<file path="src/rtl/rv_pkg.sv">
// Shared RV32 pipeline definitions: widths, opcodes, NOP, execute bundle and operand resolution.
package rv_pkg;

  localparam int unsigned XLEN   = 32;
  localparam int unsigned NREGS  = 32;
  localparam int unsigned REG_AW = $clog2(NREGS);

  localparam logic [6:0] OPC_OP     = 7'b0110011;
  localparam logic [6:0] OPC_OP_IMM = 7'b0010011;
  localparam logic [6:0] OPC_LOAD   = 7'b0000011;
  localparam logic [6:0] OPC_LUI    = 7'b0110111;
  localparam logic [6:0] OPC_AUIPC  = 7'b0010111;
  localparam logic [6:0] OPC_JAL    = 7'b1101111;
  localparam logic [6:0] OPC_JALR   = 7'b1100111;

  localparam logic [XLEN-1:0] NOP_INSTR = 32'h0000_0013;

  // Payload handed from decode to execute
  typedef struct packed {
    logic              valid;
    logic [XLEN-1:0]   instr;
    logic [REG_AW-1:0] rd_sel;
    logic              write_enable;
    logic [XLEN-1:0]   rs1_value;
    logic [XLEN-1:0]   rs2_value;
  } ex_bundle_t;

  // Opcodes whose instructions write rd
  function automatic logic opcode_writes_rd(input logic [6:0] opcode);
    logic w;
    w = 1'b0;
    case (opcode)
      OPC_OP, OPC_OP_IMM, OPC_LOAD, OPC_LUI,
      OPC_AUIPC, OPC_JAL, OPC_JALR: w = 1'b1;
      default:                      w = 1'b0;
    endcase
    return w;
  endfunction

  // Source operand select: x0, then execute forward, then write-back bypass, then register file
  function automatic logic [XLEN-1:0] resolve_operand(
    input logic [REG_AW-1:0] rs,
    input logic [XLEN-1:0]   rf_data,
    input logic              fwd_en,
    input logic [REG_AW-1:0] fwd_rd,
    input logic [XLEN-1:0]   fwd_value,
    input logic              wb_en,
    input logic [REG_AW-1:0] wb_rd,
    input logic [XLEN-1:0]   wb_value
  );
    logic [XLEN-1:0] v;
    if (rs == '0)                        v = '0;
    else if (fwd_en && (fwd_rd == rs))   v = fwd_value;
    else if (wb_en && (wb_rd == rs))     v = wb_value;
    else                                 v = rf_data;
    return v;
  endfunction

endpackage

</file>
<file path="src/rtl/pipeline_reg_decode_if.sv">
// Decode stage bus: fetch input, write-back and execute-forward ports, execute-side output bundle.
interface pipeline_reg_decode_if;
  import rv_pkg::*;

  logic                instr_valid;
  logic [XLEN-1:0]     instr;
  logic                stall;
  logic                flush;
  logic                wb_write_enable;
  logic [REG_AW-1:0]   wb_rd_sel;
  logic [XLEN-1:0]     wb_value;
  logic                ex_fwd_enable;
  logic [REG_AW-1:0]   ex_fwd_rd;
  logic [XLEN-1:0]     ex_fwd_value;
  logic                ex_valid;
  logic [XLEN-1:0]     ex_instr;
  logic [REG_AW-1:0]   ex_rd_sel;
  logic                ex_write_enable;
  logic [XLEN-1:0]     ex_rs1_value;
  logic [XLEN-1:0]     ex_rs2_value;

  modport master (
    output instr_valid, instr, stall, flush,
    output wb_write_enable, wb_rd_sel, wb_value,
    output ex_fwd_enable, ex_fwd_rd, ex_fwd_value,
    input  ex_valid, ex_instr, ex_rd_sel, ex_write_enable, ex_rs1_value, ex_rs2_value
  );

  modport slave (
    input  instr_valid, instr, stall, flush,
    input  wb_write_enable, wb_rd_sel, wb_value,
    input  ex_fwd_enable, ex_fwd_rd, ex_fwd_value,
    output ex_valid, ex_instr, ex_rd_sel, ex_write_enable, ex_rs1_value, ex_rs2_value
  );
endinterface

</file>
<file path="src/rtl/pipeline_reg_decode_reg_file.sv">
// Integer register file: two combinational reads, one synchronous write, x0 reads zero.
module reg_file
  import rv_pkg::*;
(
  input  logic              clk,
  input  logic              rst,
  input  logic [REG_AW-1:0] rd_addr_a,
  output logic [XLEN-1:0]   rd_data_a_c,
  input  logic [REG_AW-1:0] rd_addr_b,
  output logic [XLEN-1:0]   rd_data_b_c,
  input  logic              wr_en,
  input  logic [REG_AW-1:0] wr_addr,
  input  logic [XLEN-1:0]   wr_data
);

  logic [XLEN-1:0] regs [NREGS];

  // Clear on reset; write port discards x0
  always_ff @(posedge clk) begin
    if (rst) begin
      for (int i = 0; i < int'(NREGS); i++) regs[i] <= '0;
    end else if (wr_en && (wr_addr != '0)) begin
      regs[wr_addr] <= wr_data;
    end
  end

  assign rd_data_a_c = (rd_addr_a == '0) ? '0 : regs[rd_addr_a];
  assign rd_data_b_c = (rd_addr_b == '0) ? '0 : regs[rd_addr_b];

endmodule

</file>
<file path="src/rtl/pipeline_reg_decode.sv">
// Decode-to-execute stage: register file, operand forwarding and the execute pipeline register.
module pipeline_reg_decode
  import rv_pkg::*;
(
  input  logic                 clk,
  input  logic                 rst,
  pipeline_reg_decode_if.slave bus
);

  ex_bundle_t        ex_q;
  ex_bundle_t        ex_d;
  logic [REG_AW-1:0] rs1_sel;
  logic [REG_AW-1:0] rs2_sel;
  logic [XLEN-1:0]   rf_rs1;
  logic [XLEN-1:0]   rf_rs2;
  logic [XLEN-1:0]   rs1_res;
  logic [XLEN-1:0]   rs2_res;
  logic              dec_write_enable;

  // During a stall the held instruction's sources are re-read so operands follow late write-backs
  always_comb begin
    rs1_sel = bus.stall ? ex_q.instr[19:15] : bus.instr[19:15];
    rs2_sel = bus.stall ? ex_q.instr[24:20] : bus.instr[24:20];
  end

  reg_file u_reg_file (
    .clk         (clk),
    .rst         (rst),
    .rd_addr_a   (rs1_sel),
    .rd_data_a_c (rf_rs1),
    .rd_addr_b   (rs2_sel),
    .rd_data_b_c (rf_rs2),
    .wr_en       (bus.wb_write_enable),
    .wr_addr     (bus.wb_rd_sel),
    .wr_data     (bus.wb_value)
  );

  // Operand resolution and write-intent decode
  always_comb begin
    rs1_res = resolve_operand(rs1_sel, rf_rs1, bus.ex_fwd_enable, bus.ex_fwd_rd,
                              bus.ex_fwd_value, bus.wb_write_enable, bus.wb_rd_sel, bus.wb_value);
    rs2_res = resolve_operand(rs2_sel, rf_rs2, bus.ex_fwd_enable, bus.ex_fwd_rd,
                              bus.ex_fwd_value, bus.wb_write_enable, bus.wb_rd_sel, bus.wb_value);
    dec_write_enable = bus.instr_valid && (bus.instr[11:7] != '0) &&
                       opcode_writes_rd(bus.instr[6:0]);
  end

  // Next execute bundle: flush over stall over normal capture
  always_comb begin
    ex_d = ex_q;
    if (bus.flush) begin
      ex_d       = '0;
      ex_d.instr = NOP_INSTR;
    end else if (bus.stall) begin
      ex_d.rs1_value = rs1_res;
      ex_d.rs2_value = rs2_res;
    end else begin
      ex_d.valid        = bus.instr_valid;
      ex_d.instr        = bus.instr;
      ex_d.rd_sel       = bus.instr[11:7];
      ex_d.write_enable = dec_write_enable;
      ex_d.rs1_value    = rs1_res;
      ex_d.rs2_value    = rs2_res;
    end
  end

  // Execute pipeline register
  always_ff @(posedge clk) begin
    if (rst) ex_q <= '0;
    else     ex_q <= ex_d;
  end

  assign bus.ex_valid        = ex_q.valid;
  assign bus.ex_instr        = ex_q.instr;
  assign bus.ex_rd_sel       = ex_q.rd_sel;
  assign bus.ex_write_enable = ex_q.write_enable;
  assign bus.ex_rs1_value    = ex_q.rs1_value;
  assign bus.ex_rs2_value    = ex_q.rs2_value;

endmodule

</file>
<file path="src/flat_wrapper.sv">
// flat-port wrapper written by rule: the top's interface ports become plain ports
module pipeline_reg_decode_flat import rv_pkg::*;
  (clk, rst, bus_instr_valid, bus_instr, bus_stall, bus_flush, bus_wb_write_enable, bus_wb_rd_sel, bus_wb_value, bus_ex_fwd_enable, bus_ex_fwd_rd, bus_ex_fwd_value, bus_ex_valid, bus_ex_instr, bus_ex_rd_sel, bus_ex_write_enable, bus_ex_rs1_value, bus_ex_rs2_value);
  pipeline_reg_decode_if bus_i ();
  input  logic clk;
  input  logic rst;
  input wire logic [$bits(bus_i.instr_valid)-1:0] bus_instr_valid;
  input wire logic [$bits(bus_i.instr)-1:0] bus_instr;
  input wire logic [$bits(bus_i.stall)-1:0] bus_stall;
  input wire logic [$bits(bus_i.flush)-1:0] bus_flush;
  input wire logic [$bits(bus_i.wb_write_enable)-1:0] bus_wb_write_enable;
  input wire logic [$bits(bus_i.wb_rd_sel)-1:0] bus_wb_rd_sel;
  input wire logic [$bits(bus_i.wb_value)-1:0] bus_wb_value;
  input wire logic [$bits(bus_i.ex_fwd_enable)-1:0] bus_ex_fwd_enable;
  input wire logic [$bits(bus_i.ex_fwd_rd)-1:0] bus_ex_fwd_rd;
  input wire logic [$bits(bus_i.ex_fwd_value)-1:0] bus_ex_fwd_value;
  output wire logic [$bits(bus_i.ex_valid)-1:0] bus_ex_valid;
  output wire logic [$bits(bus_i.ex_instr)-1:0] bus_ex_instr;
  output wire logic [$bits(bus_i.ex_rd_sel)-1:0] bus_ex_rd_sel;
  output wire logic [$bits(bus_i.ex_write_enable)-1:0] bus_ex_write_enable;
  output wire logic [$bits(bus_i.ex_rs1_value)-1:0] bus_ex_rs1_value;
  output wire logic [$bits(bus_i.ex_rs2_value)-1:0] bus_ex_rs2_value;
  assign bus_i.instr_valid = bus_instr_valid;
  assign bus_i.instr = bus_instr;
  assign bus_i.stall = bus_stall;
  assign bus_i.flush = bus_flush;
  assign bus_i.wb_write_enable = bus_wb_write_enable;
  assign bus_i.wb_rd_sel = bus_wb_rd_sel;
  assign bus_i.wb_value = bus_wb_value;
  assign bus_i.ex_fwd_enable = bus_ex_fwd_enable;
  assign bus_i.ex_fwd_rd = bus_ex_fwd_rd;
  assign bus_i.ex_fwd_value = bus_ex_fwd_value;
  assign bus_ex_valid = bus_i.ex_valid;
  assign bus_ex_instr = bus_i.ex_instr;
  assign bus_ex_rd_sel = bus_i.ex_rd_sel;
  assign bus_ex_write_enable = bus_i.ex_write_enable;
  assign bus_ex_rs1_value = bus_i.ex_rs1_value;
  assign bus_ex_rs2_value = bus_i.ex_rs2_value;
  pipeline_reg_decode u_core (.clk(clk), .rst(rst), .bus(bus_i));
endmodule
</file>
<file path="config.mk">
export PLATFORM = sky130hd
export DESIGN_NAME = pipeline_reg_decode_flat
export DESIGN_NICKNAME = d
export VERILOG_FILES = /design/src/rtl/rv_pkg.sv /design/src/rtl/pipeline_reg_decode_if.sv /design/src/rtl/pipeline_reg_decode_reg_file.sv /design/src/rtl/pipeline_reg_decode.sv /design/src/flat_wrapper.sv
export SDC_FILE = /design/constraint.sdc
export NUM_CORES = 2
export LEC_CHECK = 0
export ABC_AREA = 1
export ABC_CLOCK_PERIOD_IN_PS = 6000
export BUFFER_PORTS_ARGS = -buffer_cell sky130_fd_sc_hd__buf_4
export CORE_MARGIN = 5
export CORE_UTILIZATION = 40
export CTS_CLUSTER_DIAMETER = 100
export DETAILED_ROUTE_END_ITERATION = 12
export PLACE_DENSITY = 0.61
export SLEW_MARGIN = 10
export SYNTH_ARGS = -nofsm -noshare
export SYNTH_HDL_FRONTEND = slang
export SYNTH_SLANG_ARGS = --single-unit
export TNS_END_PERCENT = 5
</file>
<file path="constraint.sdc">
create_clock -name clk -period 6 [get_ports clk]
set_input_delay 0.6 -clock clk [delete_from_list [all_inputs] [get_ports clk]]
set_output_delay 0.6 -clock clk [all_outputs]
set_load 0.02 [all_outputs]
</file>
==> metrics.txt <==
# TYPE chip_impl_metric gauge
chip_impl_metric{name="detail_route.first_pass.iterations",unit=""} 9
chip_impl_metric{name="timing.clock.skew",unit="ps"} 28.4
chip_impl_metric{name="critical_path_peak_fanout",unit=""} 68
chip_impl_metric{name="slew_headroom",unit=""} 0.116
chip_impl_info{name="top_layer_used",value="met5"} 1
chip_impl_info{name="setup.worst_path.start_class",value="input port"} 1
chip_impl_metric{name="dpl.hpwl",unit="µm"} 154000
chip_impl_info{name="clockRootBuffer",value="clkbuf_16"} 1
chip_impl_metric{name="wl_met1",unit="µm"} 104000
chip_impl_metric{name="synthXorXnorAreaFrac",unit=""} 0.000550
chip_impl_metric{name="cts_hold_buf",unit=""} 0
chip_impl_info{name="path_class",value="in -> reg"} 1
chip_impl_metric{name="dieHeight",unit="µm"} 409
chip_impl_metric{name="yosys_register_bits",unit=""} 1122
chip_impl_metric{name="die_width",unit="µm"} 409
chip_impl_info{name="run_status",value="finished clean"} 1
chip_impl_metric{name="min_period",unit="ps"} 4030
chip_impl_metric{name="area.growth.synth_to_final",unit="%"} 11.4
chip_impl_metric{name="dp_cells",unit=""} 10100
chip_impl_metric{name="post_synth_inst_count",unit=""} 8349
chip_impl_metric{name="power_switching",unit="µW"} 6230
chip_impl_metric{name="top_level_ports",unit=""} 216
chip_impl_info{name="worst_path_max_delay_cell",value="buf_4"} 1
chip_impl_metric{name="power.density_cell_area",unit="nW/µm²"} 291
chip_impl_metric{name="drt-vias-per-instance",unit=""} 6.12
chip_impl_metric{name="port_buffers",unit=""} 215
chip_impl_metric{name="postRouteWirelength",unit="µm"} 285000
chip_impl_metric{name="syn_area_per_cell",unit="µm²"} 7.63
chip_impl_metric{name="final.period_utilization",unit=""} 0.672
chip_impl_metric{name="vdd_drop_max",unit="mV"} 0.348
chip_impl_metric{name="power.share.combinational",unit=""} 0.168
chip_impl_metric{name="transition_time_at_the_pin_with_the_least_slew_margin",unit="ps"} 1310
chip_impl_info{name="synth_top_family_by_area",value="simple AND/OR/NAND/NOR gates"} 1
chip_impl_metric{name="fp.dieArea",unit="µm²"} 167000
chip_impl_info{name="timing.hold.worst.class",value="in -> reg"} 1
chip_impl_metric{name="report.final.setup_viol",unit=""} 0
chip_impl_info{name="critPathMostFrequentCell",value="buf_4"} 1
chip_impl_metric{name="finalNetCount",unit=""} 8313
chip_impl_metric{name="worst-endpoint-required",unit="ps"} 6690
chip_impl_info{name="crit_family",value="buffers and inverters"} 1
chip_impl_metric{name="drt_drc_violations_left",unit=""} 0
chip_impl_metric{name="post_cts_resized",unit=""} 0
chip_impl_metric{name="std_cell_rows",unit=""} 146
chip_impl_metric{name="final_layout_size_suffix_gt1_frac",unit=""} 0.0826
chip_impl_metric{name="routed-wl-met2",unit="µm"} 115000
chip_impl_metric{name="clock_transition_time_at_the_flip_flop_clock_pins_of_the_worst_setup_and_hold_paths",unit="ps"} 60
chip_impl_metric{name="synth-adder-area-share",unit=""} 0
chip_impl_info{name="tritoncts",value="done"} 1
chip_impl_metric{name="start_util",unit=""} 0.402
chip_impl_metric{name="portion_of_the_post_synthesis_area_used_by_sequential_elements",unit=""} 0.514
chip_impl_metric{name="internal_power",unit="µW"} 14500
chip_impl_metric{name="met3WireLength",unit="µm"} 47200
chip_impl_metric{name="netlist_area",unit="µm²"} 63700
chip_impl_metric{name="drtIter0Drc",unit=""} 11300
chip_impl_metric{name="post_layout_nonfiller_instances",unit=""} 10400
chip_impl_metric{name="post_synth_and_or_nand_nor_area_fraction",unit=""} 0.359
chip_impl_metric{name="drv_cap",unit=""} 0
chip_impl_info{name="crit_path_cell_trace",value="buf_4 > inv_2 > buf_4 > nand2_1 > nand2_8 > buf_4 > nor3_1 > a21oi_4 > o21ai_0 > a21oi_1"} 1
chip_impl_metric{name="pwr-share-clk",unit=""} 0.391
chip_impl_metric{name="clock_latency",unit="ps"} 790
chip_impl_metric{name="pin_count_of_the_biggest_net_entering_global_routing",unit=""} 163
chip_impl_metric{name="fin_tns_setup",unit="ps"} 0
chip_impl_metric{name="crit_path_buf_inv_count",unit=""} 4
chip_impl_metric{name="antenna_violations_before_repair",unit=""} 9
chip_impl_metric{name="grt-ovfl-total",unit=""} 0
chip_impl_metric{name="worst-endpoint-arrival",unit="ps"} 4730
chip_impl_metric{name="yosys_warnings",unit=""} 0
chip_impl_metric{name="htree_levels",unit=""} 4
chip_impl_info{name="rsz_0062_raised_after_global_routing",value="no"} 1
chip_impl_metric{name="pwr-share-seq",unit=""} 0.441
chip_impl_info{name="end_kind",value="flop"} 1
chip_impl_metric{name="clock_path_buffers",unit=""} 3
chip_impl_metric{name="grt_first_pass_wirelength",unit="µm"} 407000
chip_impl_metric{name="grt_usage",unit=""} 0.328
chip_impl_metric{name="max_clock_freq",unit="MHz"} 248
chip_impl_metric{name="power_leakage",unit="µW"} 0.0307
chip_impl_metric{name="globalplace.congestion",unit=""} 0.935
chip_impl_metric{name="grt_pass1_vias",unit=""} 59600
chip_impl_metric{name="power.share.switching",unit=""} 0.301
chip_impl_metric{name="worst_path_largest_cell_delay",unit="ps"} 770
chip_impl_metric{name="cts_setup_buffers",unit=""} 0
chip_impl_metric{name="route.detailed.wl_per_inst",unit="µm"} 27.5
chip_impl_metric{name="tritoncts.num_buffers",unit=""} 131
chip_impl_metric{name="final_max_slew_viol_count",unit=""} 0
chip_impl_metric{name="core_area",unit="µm²"} 158000
chip_impl_metric{name="synthMuxAreaShare",unit=""} 0
chip_impl_metric{name="yosys.cell_types.count",unit=""} 30
chip_impl_metric{name="routed-via-count",unit=""} 63500
chip_impl_metric{name="cts_num_sinks",unit=""} 1122
chip_impl_metric{name="finalHoldViolations",unit=""} 0
chip_impl_metric{name="final_antenna_net_count",unit=""} 0
chip_impl_metric{name="synth_compound_gate_area_share",unit=""} 0.0257
==> area by class of cell <==
cell class / count / area, µm²
Clock inverter: 58 / 522
Tap cell: 2072 / 2590
Clock buffer: 178 / 3700
Sequential cell: 1122 / 32700
Multi-Input combinational cell: 5700 / 25000
Fill cell: 15400 / 87400
Inverter: 841 / 3160
Timing Repair Buffer: 404 / 3250
Antenna cell: 5 / 12.5
==> power by group through the flow <==
stage | Sequential, µW | Clock, µW | Combinational, µW
2_1_floorplan | 9280 | 0 | 2000
3_3_place_gp | 9270 | 0 | 3270
3_5_place_dp | 9280 | 0 | 3300
4_1_cts | 9120 | 8100 | 3320
5_1_grt | 9160 | 8410 | 3650
6_report | 9130 | 8090 | 3470
==> through the flow <==
stage          utilization  instance area, µm²  power, µW  worst slack (ps)  hold slack [ps]
6_report             0.448               71000      20700              1970             82.6
5_1_grt              0.448               71000      21200              1910             71.0
4_1_cts              0.448               71000      20500              2270             47.6
3_5_place_dp         0.421               66800      12600              1450              461
3_3_place_gp         0.421               66800      12500              1490              455
2_1_floorplan            -               63800      11300              3200              541
==> flip-flops by register name, summed over array words and instances, names as in the netlist <==
| register | count |
|---|---|
| u_core.bus.ex_rs2_value | 32 |
| u_core.bus.ex_write_enable | 1 |
| u_core.bus.ex_rd_sel | 4 |
| u_core.u_reg_file.regs | 1024 |
| u_core.bus.ex_rs1_value | 32 |
| u_core.bus.ex_valid | 1 |
| u_core.bus.ex_instr | 28 |
==> kinds of logic (layout without fill, tap and decap cells) <==
kind of cell | after synthesis | in the layout
xor gates and xnor gates | 4 | 4
DFF | 1122 | 1122
and+or+nand+nor | 5348 | 5348
buffers and inverters | 1558 | 1481
other | 1 | 37
AOI/OAI and AO/OA | 316 | 316
==> synthesized netlist by cell type <==
| cell type | number | area [µm²] |
|---|---|---|
| nand3_1 | 2182 | 10900 |
| nand2_1 | 1866 | 7000 |
| nor2_1 | 1272 | 4770 |
| edfxtp_1 | 1024 | 30700 |
| inv_1 | 834 | 3130 |
| clkbuf_1 | 335 | 1260 |
| buf_2 | 285 | 1430 |
| a21oi_1 | 218 | 1090 |
| dfxtp_1 | 98 | 1960 |
| o21ai_0 | 81 | 405 |
| buf_1 | 55 | 206 |
| buf_4 | 27 | 203 |
| buf_6 | 15 | 169 |
| nor3_1 | 12 | 60.1 |
| nand2_2 | 7 | 43.8 |
| inv_2 | 6 | 22.5 |
| o21ai_2 | 5 | 43.8 |
| a21oi_2 | 4 | 35.0 |
| o22ai_1 | 4 | 25.0 |
| xor2_1 | 4 | 35.0 |
| nand2_4 | 3 | 33.8 |
| nand3_2 | 3 | 30.0 |
| nor2_2 | 2 | 12.5 |
| a211oi_1 | 1 | 7.51 |
| clkinv_1 | 1 | 3.75 |
| conb_1 | 1 | 3.75 |
| nor4_1 | 1 | 6.26 |
| o2111ai_1 | 1 | 8.76 |
| o21ai_1 | 1 | 5.00 |
| o21ai_4 | 1 | 16.3 |
==> tightest hold or removal path, delay by kind of cell <==
family / cells / cell delay, ps
AO/OA/AOI/OAI: 1 / 50
buffers and inverters: 1 / 110
AND/OR/NAND/NOR: 1 / 50
==> cells in the final DEF, fill, tap and decap left out, drive strengths merged <==
cell	instances
o22ai	4
o21ai	88
buf	404
nor4	1
clkinv	41
nand3	2185
conb	32
edfxtp	1024
o2111ai	1
a21oi	222
nor3	12
xor2	4
a211oi	1
bufinv	7
diode	5
clkinvlp	4
nor2	1274
nand2	1876
clkbuf	178
dfxtp	98
inv	847
==> per-layer routing <==
layer / vias up / GRT usage
li1: 26900 / -
met1: 29700 / 0.434
met2: 5777 / 0.465
met3: 1120 / 0.116
met4: 4 / 0.184
met5: - / 0
==> path summary, 6_finish.rpt <==
kind / from / to / slack (ps) / depth (start not counted)
max: bus_stall / u_core.bus.ex_rs2_value[0] / 1970 / 10
min: bus_instr[12] / u_core.bus.ex_instr[12] / 80 / 3
max reg2reg: u_core.bus.ex_instr[20] / u_core.bus.ex_rs2_value[12] / 2170 / 11
min reg2reg: u_core.bus.ex_instr[29] / u_core.bus.ex_instr[29] / 470 / 2
No activity file was read; power rests on OpenSTA's default activity.
